### config.mk
export PLATFORM = sky130hd
export DESIGN_NAME = multicycle_control
export DESIGN_NICKNAME = d
export VERILOG_FILES = /design/src/rtl/rv_ctrl_pkg.sv /design/src/rtl/alu_decoder.sv /design/src/rtl/multicycle_control.sv
export SDC_FILE = /design/constraint.sdc
export NUM_CORES = 1
export LEC_CHECK = 0
export BUFFER_PORTS_ARGS = -buffer_cell sky130_fd_sc_hd__buf_2
export CAP_MARGIN = 20
export CORE_AREA = 5 5 73 75
export CTS_CLUSTER_DIAMETER = 50
export DETAILED_ROUTE_END_ITERATION = 7
export DIE_AREA = 0 0 78 80
export GPL_TIMING_DRIVEN = 0
export PLACE_DENSITY = 0.84
export SYNTH_ARGS = -nofsm -noshare
export SYNTH_HDL_FRONTEND = slang
export SYNTH_SLANG_ARGS = --single-unit
### constraint.sdc
create_clock -name clk -period 1.73 [get_ports clk]
set_clock_uncertainty 0.1 [all_clocks]
set_input_delay 0.173 -clock clk [delete_from_list [all_inputs] [get_ports clk]]
set_output_delay 0.173 -clock clk [all_outputs]
set_load 0.05 [all_outputs]
### src/rtl/rv_ctrl_pkg.sv
// rv_ctrl_pkg: shared state, opcode and datapath-select encodings for the RV32I control units
package rv_ctrl_pkg;
    typedef enum logic [3:0] {
        FETCH, DECODE, MEMADR, MEMREAD, MEMWB, MEMWRITE,
        EXECUTER, EXECUTEI, ALUWB, BEQ, JAL
    } state_t;

    localparam logic [6:0] OP_LW  = 7'b0000011;
    localparam logic [6:0] OP_SW  = 7'b0100011;
    localparam logic [6:0] OP_R   = 7'b0110011;
    localparam logic [6:0] OP_I   = 7'b0010011;
    localparam logic [6:0] OP_BEQ = 7'b1100011;
    localparam logic [6:0] OP_JAL = 7'b1101111;

    localparam logic [1:0] SRCA_PC = 2'b00, SRCA_OLDPC = 2'b01, SRCA_RD1 = 2'b10;
    localparam logic [1:0] SRCB_RD2 = 2'b00, SRCB_IMM = 2'b01, SRCB_FOUR = 2'b10;
    localparam logic [1:0] RES_ALUOUT = 2'b00, RES_DATA = 2'b01, RES_ALURESULT = 2'b10;
    localparam logic [1:0] ALUOP_ADD = 2'b00, ALUOP_SUB = 2'b01, ALUOP_FUNCT = 2'b10;

    localparam logic [2:0] ALU_ADD = 3'b000, ALU_SUB = 3'b001, ALU_AND = 3'b010;
    localparam logic [2:0] ALU_OR  = 3'b011, ALU_SLT = 3'b101;
endpackage

### src/rtl/alu_decoder.sv
// alu_decoder: maps ALUOp and instruction fields to the ALU operation
module alu_decoder
    import rv_ctrl_pkg::*;
(
    input  logic [1:0] alu_op,
    input  logic [2:0] funct3,
    input  logic       funct7b5,
    input  logic       op5,
    output logic [2:0] alu_control
);
    logic [2:0] funct_ctl;

    // Only R-type (op5=1) with funct7b5 set selects subtract; addi ignores bit 30
    always_comb begin
        funct_ctl = (funct3 == 3'b000) ? ((op5 && funct7b5) ? ALU_SUB : ALU_ADD) :
                    (funct3 == 3'b010) ? ALU_SLT :
                    (funct3 == 3'b110) ? ALU_OR  :
                    (funct3 == 3'b111) ? ALU_AND : ALU_ADD;
        alu_control = (alu_op == ALUOP_ADD) ? ALU_ADD :
                      (alu_op == ALUOP_SUB) ? ALU_SUB : funct_ctl;
    end
endmodule

### src/rtl/multicycle_control.sv
// multicycle_control: Moore sequencing FSM, PC write, immediate select and retired-instruction counter
module multicycle_control
    import rv_ctrl_pkg::*;
#(
    parameter int CNT_W = 32
) (
    input  logic             clk,
    input  logic             rst,
    input  logic [6:0]       op,
    input  logic [2:0]       funct3,
    input  logic             funct7b5,
    input  logic             zero,
    input  logic             mem_ready,
    output logic             PCWrite,
    output logic             AdrSrc,
    output logic             MemWrite,
    output logic             IRWrite,
    output logic [1:0]       ResultSrc,
    output logic [1:0]       ALUSrcA,
    output logic [1:0]       ALUSrcB,
    output logic [1:0]       ImmSrc,
    output logic             RegWrite,
    output logic [2:0]       ALUControl,
    output logic             illegal_instr,
    output logic [CNT_W-1:0] instret
);
    state_t     state, next;
    logic       pc_update, branch, mem_write, ir_write, reg_write, illegal, retire;
    logic [1:0] alu_op;

    always_ff @(posedge clk) begin
        if (rst) begin
            state   <= FETCH;
            instret <= '0;
        end else begin
            state   <= next;
            instret <= retire ? instret + CNT_W'(1) : instret;
        end
    end

    always_comb begin
        next      = state;
        pc_update = 1'b0;
        branch    = 1'b0;
        AdrSrc    = 1'b0;
        mem_write = 1'b0;
        ir_write  = 1'b0;
        reg_write = 1'b0;
        illegal   = 1'b0;
        ResultSrc = RES_ALUOUT;
        ALUSrcA   = SRCA_PC;
        ALUSrcB   = SRCB_RD2;
        alu_op    = ALUOP_ADD;
        case (state)
            FETCH: begin
                ALUSrcB   = SRCB_FOUR;
                ResultSrc = RES_ALURESULT;
                ir_write  = mem_ready;
                pc_update = mem_ready;
                next      = mem_ready ? DECODE : FETCH;
            end
            DECODE: begin
                ALUSrcA = SRCA_OLDPC;
                ALUSrcB = SRCB_IMM;
                case (op)
                    OP_LW, OP_SW: next = MEMADR;
                    OP_R:         next = EXECUTER;
                    OP_I:         next = EXECUTEI;
                    OP_BEQ:       next = BEQ;
                    OP_JAL:       next = JAL;
                    default: begin
                        next    = FETCH;
                        illegal = 1'b1;
                    end
                endcase
            end
            MEMADR: begin
                ALUSrcA = SRCA_RD1;
                ALUSrcB = SRCB_IMM;
                next    = op[5] ? MEMWRITE : MEMREAD;
            end
            MEMREAD: begin
                AdrSrc = 1'b1;
                next   = mem_ready ? MEMWB : MEMREAD;
            end
            MEMWB: begin
                ResultSrc = RES_DATA;
                reg_write = 1'b1;
                next      = FETCH;
            end
            MEMWRITE: begin
                AdrSrc    = 1'b1;
                mem_write = 1'b1;
                next      = mem_ready ? FETCH : MEMWRITE;
            end
            EXECUTER, EXECUTEI: begin
                ALUSrcA = SRCA_RD1;
                ALUSrcB = (state == EXECUTEI) ? SRCB_IMM : SRCB_RD2;
                alu_op  = ALUOP_FUNCT;
                next    = ALUWB;
            end
            ALUWB: begin
                reg_write = 1'b1;
                next      = FETCH;
            end
            BEQ: begin
                ALUSrcA = SRCA_RD1;
                alu_op  = ALUOP_SUB;
                branch  = 1'b1;
                next    = FETCH;
            end
            JAL: begin
                ALUSrcA   = SRCA_OLDPC;
                ALUSrcB   = SRCB_FOUR;
                pc_update = 1'b1;
                next      = ALUWB;
            end
            default: next = FETCH;
        endcase
    end

    // An illegal-opcode return from DECODE is the only FETCH entry that retires nothing
    assign retire = (next == FETCH) && (state inside {MEMWB, ALUWB, BEQ, MEMWRITE});

    assign PCWrite       = !rst && (pc_update || (branch && zero));
    assign MemWrite      = !rst && mem_write;
    assign IRWrite       = !rst && ir_write;
    assign RegWrite      = !rst && reg_write;
    assign illegal_instr = !rst && illegal;

    assign ImmSrc = (op == OP_SW)  ? 2'b01 :
                    (op == OP_BEQ) ? 2'b10 :
                    (op == OP_JAL) ? 2'b11 : 2'b00;

    alu_decoder u_alu_decoder (
        .alu_op      (alu_op),
        .funct3      (funct3),
        .funct7b5    (funct7b5),
        .op5         (op[5]),
        .alu_control (ALUControl)
    );
endmodule

==> impl_metrics.py <==
metrics = {
    "clocking": {
        "clock-sinks": 36,
        "cts_tree": "built",
        "clockRootBuffer": "clkbuf_8",
        "numCtsBuffers": 5,
        "cts.htree.levels": 2,
        "clock_latency_ps": 300,
        "clk_pin_slew_ps": 80,
        "cts_buffer_depth": 2,
        "hold_buffers": 0,
    },
    "route": {
        "vias_per_cell": 6.252,
        "drt_iter0_markers": 155,
        "ant_nets": 0,
        "drt_pre_antenna_iters": 5,
        "wl_per_cell_um": 21.40,
        "wirelength_mm": 9.437,
        "via_count": 2757,
        "drc": 0,
    },
    "critical_path": {
        "max_stage_delay_ps": 440,
        "worstSetupEndpointType": "register",
        "critPathSlowestCell": "or3_4",
        "r2r_cells": 5,
        "path_cells": "and4_4 > nand2_4 > or3_4 > or4_4 > a21oi_2",
        "crit_type": "register to register",
        "critPathRequiredTime_ps": 1850,
        "crit_fanout": 7,
        "critPathLaunchType": "register",
        "cp_data_arrival_time_ps": 2030,
    },
    "global_route": {
        "grt_max_degree": 11,
        "antenna_found_initial": 0,
        "grt_pass1_vias": 2498,
        "overflow": 0,
        "grt_pass1_wl_mm": 12.07,
        "grt.total_usage_pct": 23.91,
    },
    "place": {
        "port_buffers": 63,
        "dp_hpwl_mm": 4.325,
        "place_inst": 382,
        "dpl_cell_area_sq_um": 2726,
        "routabilityCongestion": 0.8944,
    },
    "logic_synthesis": {
        "syn_area_sq_um": 2056,
        "yosysSeqAreaShare_pct": 35.06,
        "synthFlopType": "dfxtp_1",
        "yosysUniqueCellTypes": 42,
        "synth_edf_count": 0,
        "avgSynthCellArea_sq_um": 7.757,
        "syn_inst": 265,
        "async_reset_ff_share_pct": 0,
        "ys_ff_latch": 36,
        "synthesis.nets": 281,
        "ys_warn_count": 0,
    },
    "sta": {
        "setup_ws_ps": -177.9,
        "whs_ps": 53.75,
        "setup_viol": 33,
        "worst_pin_slew_ps": 683.9,
        "finalHoldViolCount": 0,
        "maxSlewViolCount": 0,
        "finalCritPeriodShare_pct": 110.3,
        "maxSlewHeadroom_pct": 54.41,
        "finalCriticalPeriod_ps": 1908,
        "rsz0062_at_grt": "true",
        "fmax_ghz": 0.5241,
    },
    "final_layout": {
        "layout_common_cells": "buf_2 (48), buf_4 (44), nor2_1 (28)",
        "layout.cells.non_filler": 441,
        "antenna_cells": 0,
        "fin_nets": 402,
        "final_cell_area_sq_um": 3844,
        "drive_gt1_share_pct": 60.21,
        "final_util_pct": 83.59,
        "final_common_cell": "buf_2",
        "area_growth_pct": 86.98,
    },
    "floorplanning": {
        "rows": 25,
        "die_h_um": 80,
        "ioPinCount": 64,
        "initial_core_util_pct": 44.71,
        "core_sq_um": 4598,
        "dieArea_sq_um": 6240,
        "fp.dieW_um": 78,
    },
    "job": {
        "max_cap_violations": 0,
    },
    "worst_hold_path": {
        "min_path_cells": 3,
        "hp-class": "primary input to register",
    },
    "power_and_ir_drop": {
        "pwr_density_cell_nw_per_um2": 433.4,
        "power_uw": 1666,
        "ir_drop_mv": 0.4695,
        "p_leak_uw": 0.001601,
    },
    "status": {
        "violations": "negative setup slack",
        "outcome": "finished, violations left",
    },
}
-- registers in the layout, summed over array words and instances (netlist names) --
name,count
state,4
instret,32
-- routing by layer --
layer / global-route usage (%) / part of all wire, % / vias to the layer above
li1: - / - / 1209
met1: 26.69 / 34 / 1328
met2: 44.32 / 52 / 167
met3: 4.740 / 7.7 / 53
met4: 8.953 / 5.5 / 0
met5: 0 / 0 / -
-- synthesized netlist by cell type (2+ instances only) --
cell type,n,area (sq um)
or3_1,5,31.28
o31ai_1,3,22.52
inv_1,3,11.26
nor3_1,14,70.07
nand4b_1,5,43.79
nand2b_1,5,31.28
buf_1,2,7.510
nor4_1,12,75.07
xor2_1,4,35.03
a21oi_1,18,90.09
nand3_1,16,80.08
or4_1,3,22.52
nand4_1,9,56.30
xnor2_1,17,148.9
and4_1,5,43.79
o21ai_0,14,70.07
dfxtp_1,36,720.7
nor2_1,35,131.4
or2_2,3,18.77
clkbuf_1,13,48.80
nand2_1,12,45.04
a32oi_1,2,17.52
nor2b_1,9,56.30
and3_1,2,12.51
-- path summary, 6_finish.rpt --
kind	end	from	slack [ps]
setup / recovery	instret[24]	instret[17]	-180
hold / removal	state[2]	op[4]	50
setup reg to reg	instret[24]	instret[17]	-180
hold reg to reg	instret[24]	instret[24]	410
-- through the flow --
| stage | TNS (ps) | setup slack [ps] |
|---|---|---|
| final | -2586 | -177.9 |
| after global routing | -4432 | -231.7 |
| after global placement | -4325 | -284.6 |
| after floorplan | -1779 | -300.9 |
| after detailed placement | -5589 | -295.5 |
| after CTS | -512.9 | -99.14 |
-- final cells by class --
type	count	area, sq um
plain buffers	13	165.2
clock buffers	8	90.09
fillers	240	754.5
inverters	3	11.26
multi-input cells	211	1822
flip-flops and latches	36	810.8
well taps	54	67.56
repair buffers	116	877.1
-- report_power, final --
group / total [uW] / switching, uW / leakage (uW) / internal, uW
combinational: 220 / 135 / 0.00124 / 84.8
clock: 646 / 320 / 0.0000455 / 325
sequential: 801 / 4.34 / 0.000311 / 796
total: 1670 / 459 / 0.00160 / 1210
-- critical path: cells and delay by family (launching register included) --
kind               cells  cell delay, ps
and+or+nand+nor        4            1230
DFF                    1             370
AOI/OAI and AO/OA      1             130
-- cell families (layout without fill, tap and decap cells) --
| family | Yosys count | count (layout) | synth area share, % |
|---|---|---|---|
| and+or+nand+nor | 142 | 142 | 38.47 |
| muxes | 2 | 2 | 1.035 |
| adders and majority gates | 1 | 1 | 0.6085 |
| xor gates and xnor gates | 21 | 21 | 8.947 |
| buffers and inverters | 18 | 140 | 3.287 |
| AOI/OAI and AO/OA | 45 | 45 | 12.60 |
| DFF | 36 | 36 | 35.06 |
-- timing repair --
action                     in CTS  in global routing
gates cloned                    2                  0
setup endpoints to repair      45                 42
setup buffers                  20                 31
resized for setup              85                 62
pin swaps                       7                 24
Power figures use the tool's default switching activity.
